$ cat src/rtl/seq_1101_gen_if.sv
// Handshake/control bundle between the 1101 frame generator and its controller/sink.
interface seq_1101_gen_if #(
    parameter int GAP_W = 4,
    parameter int CNT_W = 8
);
    logic             start;
    logic [CNT_W-1:0] n_frames;
    logic [GAP_W-1:0] gap;
    logic             abort;
    logic             dout_ready;
    logic             dout;
    logic             dout_valid;
    logic             sop;
    logic             busy;
    logic             done;
    logic [CNT_W-1:0] frames_sent;

    modport master (
        input  start, n_frames, gap, abort, dout_ready,
        output dout, dout_valid, sop, busy, done, frames_sent
    );

    modport slave (
        output start, n_frames, gap, abort, dout_ready,
        input  dout, dout_valid, sop, busy, done, frames_sent
    );
endinterface

$ cat src/rtl/seq_1101_gen.sv
// Serial 1101 burst generator with zero gaps and valid/ready backpressure.
// Define SEQ_OVERLAP_EN to drop the leading bit of back-to-back frames (gap==0), giving 1101101...
module seq_1101_gen #(
    parameter int               PAT_W = 4,
    parameter logic [PAT_W-1:0] PAT   = 4'b1101,
    parameter int               GAP_W = 4,
    parameter int               CNT_W = 8
) (
    input  logic            clk,
    input  logic            rst,
    seq_1101_gen_if.master  bus
);
    localparam int               IDX_W   = (PAT_W > 1) ? $clog2(PAT_W) : 1;
    localparam logic [IDX_W-1:0] IDX_TOP = IDX_W'(PAT_W - 1);
`ifdef SEQ_OVERLAP_EN
    localparam logic [IDX_W-1:0] IDX_OVL = IDX_W'(PAT_W - 2);
`endif
    localparam logic [CNT_W-1:0] CNT_MAX = {CNT_W{1'b1}};

    typedef enum logic [1:0] {ST_IDLE, ST_PAT, ST_GAP, ST_FIN} state_t;

    state_t           state_reg, state_next;
    logic [IDX_W-1:0] idx_reg, idx_next;
    logic [GAP_W-1:0] gcnt_reg, gcnt_next;
    logic [GAP_W-1:0] gap_lat_reg, gap_lat_next;
    logic [CNT_W-1:0] nfr_reg, nfr_next;
    logic [CNT_W-1:0] sent_reg, sent_next;
    logic             sof_reg, sof_next;
    logic             dout_reg, dout_next;
    logic             valid_reg, valid_next;
    logic             sop_reg, sop_next;
    logic             busy_reg, busy_next;
    logic             done_reg, done_next;
    logic             xfer, last_frame, streaming;

    always_ff @(posedge clk or negedge rst) begin
        if (!rst) begin
            state_reg   <= ST_IDLE;
            idx_reg     <= '0;
            gcnt_reg    <= '0;
            gap_lat_reg <= '0;
            nfr_reg     <= '0;
            sent_reg    <= '0;
            sof_reg     <= 1'b0;
            dout_reg    <= 1'b0;
            valid_reg   <= 1'b0;
            sop_reg     <= 1'b0;
            busy_reg    <= 1'b0;
            done_reg    <= 1'b0;
        end else begin
            state_reg   <= state_next;
            idx_reg     <= idx_next;
            gcnt_reg    <= gcnt_next;
            gap_lat_reg <= gap_lat_next;
            nfr_reg     <= nfr_next;
            sent_reg    <= sent_next;
            sof_reg     <= sof_next;
            dout_reg    <= dout_next;
            valid_reg   <= valid_next;
            sop_reg     <= sop_next;
            busy_reg    <= busy_next;
            done_reg    <= done_next;
        end
    end

    always_comb begin
        state_next   = state_reg;
        idx_next     = idx_reg;
        gcnt_next    = gcnt_reg;
        gap_lat_next = gap_lat_reg;
        nfr_next     = nfr_reg;
        sent_next    = sent_reg;
        sof_next     = sof_reg;
        xfer         = valid_reg && bus.dout_ready;
        last_frame   = ({1'b0, sent_reg} + (CNT_W+1)'(1)) == {1'b0, nfr_reg};

        if (bus.abort) begin
            state_next = ST_IDLE;
        end else begin
            case (state_reg)
                ST_IDLE: begin
                    if (bus.start) begin
                        nfr_next     = bus.n_frames;
                        gap_lat_next = bus.gap;
                        sent_next    = '0;
                        idx_next     = IDX_TOP;
                        sof_next     = 1'b1;
                        state_next   = (bus.n_frames == '0) ? ST_FIN : ST_PAT;
                    end
                end
                ST_PAT: begin
                    if (xfer) begin
                        sof_next = 1'b0;
                        if (idx_reg == '0) begin
                            if (sent_reg != CNT_MAX)
                                sent_next = sent_reg + CNT_W'(1);
                            if (last_frame) begin
                                state_next = ST_FIN;
                            end else if (gap_lat_reg == '0) begin
`ifdef SEQ_OVERLAP_EN
                                idx_next = IDX_OVL;
`else
                                idx_next = IDX_TOP;
`endif
                                sof_next = 1'b1;
                            end else begin
                                state_next = ST_GAP;
                                gcnt_next  = gap_lat_reg;
                            end
                        end else begin
                            idx_next = idx_reg - IDX_W'(1);
                        end
                    end
                end
                ST_GAP: begin
                    if (xfer) begin
                        if (gcnt_reg == GAP_W'(1)) begin
                            state_next = ST_PAT;
                            idx_next   = IDX_TOP;
                            sof_next   = 1'b1;
                        end else begin
                            gcnt_next = gcnt_reg - GAP_W'(1);
                        end
                    end
                end
                ST_FIN:  state_next = ST_IDLE;
                default: state_next = ST_IDLE;
            endcase
        end

        // Outputs decode the position the FSM holds after this edge; valid waits one cycle after launch.
        streaming  = (state_next == ST_PAT) || (state_next == ST_GAP);
        valid_next = streaming && ((state_reg == ST_PAT) || (state_reg == ST_GAP));
        dout_next  = valid_next && (state_next == ST_PAT) && PAT[idx_next];
        sop_next   = valid_next && (state_next == ST_PAT) && sof_next;
        busy_next  = streaming;
        done_next  = (state_next == ST_FIN);
    end

    assign bus.dout        = dout_reg;
    assign bus.dout_valid  = valid_reg;
    assign bus.sop         = sop_reg;
    assign bus.busy        = busy_reg;
    assign bus.done        = done_reg;
    assign bus.frames_sent = sent_reg;
endmodule

$ cat src/flat_wrapper.sv
// flat-port wrapper written by rule: the top's interface ports become plain ports
module seq_1101_gen_flat 
#(
    parameter int               PAT_W = 4,
    parameter logic [PAT_W-1:0] PAT   = 4'b1101,
    parameter int               GAP_W = 4,
    parameter int               CNT_W = 8
)
  (clk, rst, bus_start, bus_n_frames, bus_gap, bus_abort, bus_dout_ready, bus_dout, bus_dout_valid, bus_sop, bus_busy, bus_done, bus_frames_sent);
  seq_1101_gen_if #(.GAP_W(GAP_W), .CNT_W(CNT_W)) bus_i ();
  input  logic clk;
  input  logic rst;
  input wire logic [$bits(bus_i.start)-1:0] bus_start;
  input wire logic [$bits(bus_i.n_frames)-1:0] bus_n_frames;
  input wire logic [$bits(bus_i.gap)-1:0] bus_gap;
  input wire logic [$bits(bus_i.abort)-1:0] bus_abort;
  input wire logic [$bits(bus_i.dout_ready)-1:0] bus_dout_ready;
  output wire logic [$bits(bus_i.dout)-1:0] bus_dout;
  output wire logic [$bits(bus_i.dout_valid)-1:0] bus_dout_valid;
  output wire logic [$bits(bus_i.sop)-1:0] bus_sop;
  output wire logic [$bits(bus_i.busy)-1:0] bus_busy;
  output wire logic [$bits(bus_i.done)-1:0] bus_done;
  output wire logic [$bits(bus_i.frames_sent)-1:0] bus_frames_sent;
  assign bus_i.start = bus_start;
  assign bus_i.n_frames = bus_n_frames;
  assign bus_i.gap = bus_gap;
  assign bus_i.abort = bus_abort;
  assign bus_i.dout_ready = bus_dout_ready;
  assign bus_dout = bus_i.dout;
  assign bus_dout_valid = bus_i.dout_valid;
  assign bus_sop = bus_i.sop;
  assign bus_busy = bus_i.busy;
  assign bus_done = bus_i.done;
  assign bus_frames_sent = bus_i.frames_sent;
  seq_1101_gen #(.PAT_W(PAT_W), .PAT(PAT), .GAP_W(GAP_W), .CNT_W(CNT_W)) u_core (.clk(clk), .rst(rst), .bus(bus_i));
endmodule
$ cat config.mk
export PLATFORM = sky130hd
export DESIGN_NAME = seq_1101_gen_flat
export DESIGN_NICKNAME = d
export VERILOG_FILES = /design/src/rtl/seq_1101_gen_if.sv /design/src/rtl/seq_1101_gen.sv /design/src/flat_wrapper.sv
export SDC_FILE = /design/constraint.sdc
export NUM_CORES = 1
export LEC_CHECK = 0
export ABC_AREA = 1
export CAP_MARGIN = 10
export CORE_MARGIN = 2
export CORE_UTILIZATION = 58
export DETAILED_ROUTE_END_ITERATION = 12
export GPL_ROUTABILITY_DRIVEN = 0
export PLACE_DENSITY = 0.84
export SLEW_MARGIN = 20
export SYNTH_ARGS = -nofsm -noshare
export SYNTH_HDL_FRONTEND = slang
export SYNTH_SLANG_ARGS = --single-unit
$ cat constraint.sdc
create_clock -name clk -period 3.5 [get_ports clk]
set_input_delay 0.35 -clock clk [delete_from_list [all_inputs] [get_ports clk]]
set_output_delay 0.35 -clock clk [all_outputs]
set_load 0.01 [all_outputs]
Word level (Yosys, flattened, before mapping):

Cells that the tools add are included.
Widths: inputs -> output; s select.

* flip-flop bits (word level): 34
* latch bits: 0
* bits in writable memories: 0
* ROM bits: 0
* bits of input ports: 17
* output and inout port bits: 13
* logic and storage cells: 93
* memories: 0

* $add $sub $neg: 4
* multipliers: 0
* div/mod/pow operators: 0
* magnitude comparators: 1
* equal/unequal tests: 17
* shift-type cells: 0
* multiplexer cells: 42
* bitwise operators: 1
* reduce and logical (&&, ||, !) cells: 16

Operators with widths (number)
* $mux 2: 17
* $mux 8: 4
* $mux 4: 6
* $pmux 8 s2: 1
* $add 8x1->9 const B: 1
* $eq 9x8->1: 1
* $mux 1: 9
* $add 8x1->8 const B: 1
* $eq 2x2->1 const B: 4
* $logic_not 8->1: 1
* $ne 2x1->1 const B: 4
* $ne 2x2->1 const B: 4
* $ne 8x8->1 const B: 1
* $pmux 2 s4: 1
* $pmux 4 s2: 1
* $reduce_and 8->1: 1
* $pmux 2 s3: 1
* $reduce_and 6->1: 1
* $logic_and 1x1->1: 5
* $eq 2x1->1 const B: 2
* $eq 4x1->1 const B: 1
* $logic_not 2->1: 2
* $logic_not 4->1: 1
* $reduce_bool 2->1: 2
* other kinds (8): 9

Depth between registers and ports, before layout:

* depth after elaboration: 12
* mapped depth: 19
* mapped depth without buffers: 19

Worst setup path before layout:

No wires, ideal clock.

* path type: reg-to-reg
* start: register u_core.sent_reg[1] (netlist: u_core.bus.frames_sent[1])
* end: register u_core.dout_reg (netlist: u_core.bus.dout)
* setup time: 0.122 ns
* data arrival time: 1.994 ns
* data required time: 3.378 ns
* slack: 1.384 ns
* stages on the path, launching flop included: 20
* path buffers: 0
* clock period less this slack: 2.116 ns
* cell sequence: dfrtp_1 ha_1 nand2_2 inv_2 nand3_1 nand2_1 nand2_1 nand2_1 nand2_1 nor2_1 nand3_2 nand2_1 nand2_1 nand2_1 a21oi_1 nor2_2 inv_1 ha_1 nand2_1 a21oi_1

* word-level cells in the longest chain between the ends: 12
* elaborated cells on any way between the ends: 20
* those cells by class: add/sub: 1; eq/ne: 3; mux: 12; reduce/logical: 4

Ends and longest elaborated chain
* from (decl): RTL line seq_1101_gen.sv:27 `logic [CNT_W-1:0] sent_reg, sent_next;`
* from (signal assigned): RTL line seq_1101_gen.sv:56 `sent_reg <= sent_next;`
* $add 8x1->9 *: RTL line seq_1101_gen.sv:75 `last_frame = ({1'b0, sent_reg} + (CNT_W+1)'(1)) == {1'b0, nfr_reg};`
* $eq 9x8->1 *: RTL line seq_1101_gen.sv:75
* $mux 2 *: RTL line seq_1101_gen.sv:97 `if (last_frame) begin`
* $mux 2 *: RTL line seq_1101_gen.sv:94 `if (idx_reg == '0) begin`
* $mux 2 *: RTL line seq_1101_gen.sv:92 `if (xfer) begin`
* $pmux 2 s4 *: RTL line seq_1101_gen.sv:80 `case (state_reg)`
* $mux 2 *: RTL line seq_1101_gen.sv:77 `if (bus.abort) begin`
* named net u_core.state_next[1]: RTL line seq_1101_gen.sv:22 `state_t state_reg, state_next;`
* $eq 2x1->1 / $eq 2x2->1 (equally long branches): RTL line seq_1101_gen.sv:132, seq_1101_gen.sv:134
* $logic_or 1x1->1: RTL line seq_1101_gen.sv:132 `streaming = (state_next == ST_PAT) || (state_next == ST_GAP);`
* $logic_and 1x1->1: RTL line seq_1101_gen.sv:133 `valid_next = streaming && ((state_reg == ST_PAT) || (state_reg == ST_GAP));`
* $logic_and 1x1->1 * (2 in a row): RTL line seq_1101_gen.sv:134 `dout_next = valid_next && (state_next == ST_PAT) && PAT[idx_next];`
* named net u_core.dout_next: RTL line seq_1101_gen.sv:29 `logic dout_reg, dout_next;`
* to (signal assigned): RTL line seq_1101_gen.sv:58 `dout_reg <= dout_next;`
* to (decl): RTL line seq_1101_gen.sv:29

Mark *: on every way through the listed nets, which the timed path passes. The rest lies on a longest branch. The select of a mux whose other input is x is not followed.
A chain may end at the register's enable or synchronous reset.

Worst setup path in the final report:

* start: register u_core.sent_reg[0] (netlist: u_core.bus.frames_sent[0])
* end: register u_core.valid_reg (netlist: u_core.bus.dout_valid)

* word-level cells in the longest chain between the ends: 10
* elaborated cells on any way between the ends: 11
* those cells by class: add/sub: 1; eq/ne: 3; mux: 5; reduce/logical: 2

Ends and longest elaborated chain
* $add 8x1->9 *: RTL line seq_1101_gen.sv:75
* $eq 9x8->1 *: RTL line seq_1101_gen.sv:75
* $mux 2 *: RTL line seq_1101_gen.sv:97
* $mux 2 *: RTL line seq_1101_gen.sv:94
* $mux 2 *: RTL line seq_1101_gen.sv:92
* $pmux 2 s4 *: RTL line seq_1101_gen.sv:80
* $mux 2 *: RTL line seq_1101_gen.sv:77
* $eq 2x1->1 / $eq 2x2->1 (equally long branches): RTL line seq_1101_gen.sv:132
* $logic_or 1x1->1 *: RTL line seq_1101_gen.sv:132
* $logic_and 1x1->1 *: RTL line seq_1101_gen.sv:133
* named net u_core.valid_next: RTL line seq_1101_gen.sv:30 `logic valid_reg, valid_next;`
* to (signal assigned): RTL line seq_1101_gen.sv:59 `valid_reg <= valid_next;`
* to (decl): RTL line seq_1101_gen.sv:30

Mark *: on every way through the listed nets, which the timed path passes. The rest lies on a longest branch.

==> impl_metrics.toml <==
[route]
num_vias = 1893
drt.antenna.violating_nets = 0
via_per_inst = 5.27
wirelength_mm = 4.51
drtPass1Iterations = 5
drt_iter0_markers = 181
drc = 0
post_drt_wl_per_cell_um = 12.6

[die]
core_mm2 = 0.00339
die_w_um = 63.9
boundaryPins = 30
dieArea_mm2 = 0.00408
fp.dieH_um = 63.9
start_util = 0.614
num_rows = 21

[logic_synthesis]
synth_top_cell_by_area = "dfrtp_1"
yosysMostFrequentCell = "nand2_1"
avgSynthCellArea_um2 = 7.46
synth_top_cell_area_share = 0.409
post_synth_instance_area_mm2 = 0.00208
synthCells = 279
yosysSeqAreaShare = 0.409
yosys.area_share.simple = 0.282
ys_ff_latch = 34
synth-edff-count = 0
yosys_warnings = 0
synth_adder_area_share = 0.0601
synthMuxAreaShare = 0.0162
synth_compound_area_frac = 0.120
synth_area_leaders = "dfrtp_1 (41%), nand2_1 (13%), inv_1 (8.3%)"
yosys-top-cells-count = "nand2_1 (70), inv_1 (46), dfrtp_1 (34)"
ys.flop_type = "dfrtp_1"
synthDistinctLibCells = 29
async_flop_share = 1.00
synth_xor_area_frac = 0.0168
synth_top_family_by_area = "simple AND/OR/NAND/NOR gates"
syn_nets = 306

[clock_tree]
post_cts_buffers = 0
cts_num_sinks = 34
cts_tree = "built"
holdBufCountCts = 0
cts_root_buf = "clkbuf_4"
clk_path_buf_depth = 2
cts_htree_levels = 2
clk_latency_ps = 340
numCtsBuffers = 5
cts-resized-gates = 0
clk_pin_slew_worst_paths_ps = 110

[place]
dp.cells = 351
dpl.hpwl_mm = 3.37
port_buffers = 29

[global_routing]
grt_util_met1 = 0.336
busiest_layer = "met2"
met3_usage = 0.0669
grt.total_usage = 0.252
grt_max_degree = 35
grt_pass1_wl_mm = 7.99
grt_pass1_vias = 1824
use_met2 = 0.389
antenna_found_initial = 0
grt_overflow_total = 0

[sta]
fin_crit_ps = 2520
fin_setup_tns_ps = 0
period_share = 0.721
hold_viol = 0
fmax_mhz = 397
slew_headroom = 0.553
setup_viol = 0
final_max_slew_viol_count = 0
grt_setup_unrepaired = "no"
hold_slack_ps = 400
worstMarginPinSlew_ps = 669
clock_skew_ps = 12.2

[setup_path]
r2r_cells = 16
ff2ff_setup_slack_ps = 980
crit_required_ps = 3770
path_class = "flop to flop"
crit_fanout = 9
critical_path.endpoint_type = "flop"
startpoint_type = "flop"
worstPathArrival_ps = 2790
r2r-end = "u_core.bus.dout_valid"
reg2reg_from = "u_core.bus.frames_sent[0]"

[finish]
final_cells = 359
syn2layout_area_growth_pct = 20.1
fill_cells = 266
insertedDiodeCount = 0
drive_gt1_frac = 0.0831
final_nets = 339

[power]
power_frac_seq = 0.405
pwr-share-clk = 0.164
p_int_mw = 0.973
power.net_switching_mw = 0.682
p_sw_frac = 0.412
ir_drop_v = 0.000382
power.leakage_nw = 1.19
p_comb_frac = 0.431
pwr_density_cell_mw_per_mm2 = 662

[job]
drv_cap = 0

[outcome]
status = "complete, no violations"

[hold_path]
hold_class = "input port to asynchronous set/reset pin"
-- worst max-delay path: stages, from the launching register on --
cell,delay (ps)
dfrtp_1,530
ha_1,260
nand2_2,90
inv_2,110
nand3_1,90
nand2_1,100
nand2_1,50
nand2_1,50
nand2_1,60
nor2_1,120
nand3_2,110
nor2_1,110
o21ai_0,90
nand3_1,70
nand3_1,100
ha_1,330
nor2_1,150
-- cell families (layout without fill, tap and decap cells) --
logic type,Yosys count,count (layout)
XOR/XNOR,4,4
AO/OA/AOI/OAI,44,44
flip-flops,34,34
adder cells (fa/ha/maj),10,10
multiplexers,3,3
AND/OR/NAND/NOR,131,131
buffers and inverters,53,87
-- stage by stage --
| step | utilization | total power [mW] | setup WS (ps) | area, um^2 |
|---|---|---|---|---|
| 2_1_floorplan | - | 1.16 | 1380 | 2080 |
| 3_3_place_gp | 0.714 | 1.36 | 1210 | 2420 |
| 3_5_place_dp | 0.714 | 1.38 | 1110 | 2420 |
| 4_1_cts | 0.737 | 1.65 | 1050 | 2500 |
| 5_1_grt | 0.737 | 1.80 | 668 | 2500 |
| 6_report | 0.737 | 1.65 | 978 | 2500 |
-- layer usage --
| layer | part of all wire | wire length [um] |
|---|---|---|
| met5 | 0 | 0 |
| met1 | 0.49 | 2200 |
| met2 | 0.43 | 1930 |
| met3 | 0.063 | 285 |
| met4 | 0.022 | 101 |
-- worst max path at each step --
stage | start | end | slack, ps
4_1_cts | u_core.bus.frames_sent[0] | u_core.bus.dout_valid | 1050
3_5_place_dp | u_core.bus.frames_sent[0] | u_core.bus.dout_valid | 1110
2_1_floorplan | u_core.bus.frames_sent[1] | u_core.bus.dout | 1380
5_1_grt | u_core.bus.frames_sent[0] | u_core.bus.dout | 670
6_report | u_core.bus.frames_sent[0] | u_core.bus.dout_valid | 980
3_3_place_gp | u_core.bus.frames_sent[0] | u_core.bus.dout | 1210
-- power groups by stage --
stage                     Sequential (mW)  Combinational (mW)  Clock (mW)
after floorplan                     0.645               0.511           0
after global placement              0.670               0.691           0
after detailed placement            0.679               0.702           0
after CTS                           0.670               0.708       0.276
after global routing                0.691               0.823       0.288
final                               0.670               0.713       0.271
-- placed cells by master, fill, tap and decap left out, drive strengths merged --
cell type      Yosys  routed
a211oi             4       4
a21oi              9       9
a22oi              1       1
buf                0       1
clkbuf             4       8
clkdlybuf4s50      0      29
dfrtp             34      34
ha                10      10
inv               49      49
mux2               3       3
nand2             72      72
nand3             26      26
nand3b             1       1
nand4              5       5
nor2              24      24
nor3               1       1
nor4               1       1
o211ai             2       2
o21ai             22      22
o22ai              6       6
or2                1       1
xnor2              1       1
xor2               3       3
-- cell type report --
type / instances / area [um^2] / area share
Clock buffer: 8 / 78.8 / 0.0315
Inverter: 49 / 184 / 0.0736
Multi-Input combinational cell: 192 / 1030 / 0.412
Sequential cell: 34 / 851 / 0.341
Tap cell: 46 / 57.6 / 0.0230
Timing Repair Buffer: 30 / 298 / 0.119
No activity file was read; power rests on OpenSTA's default activity.
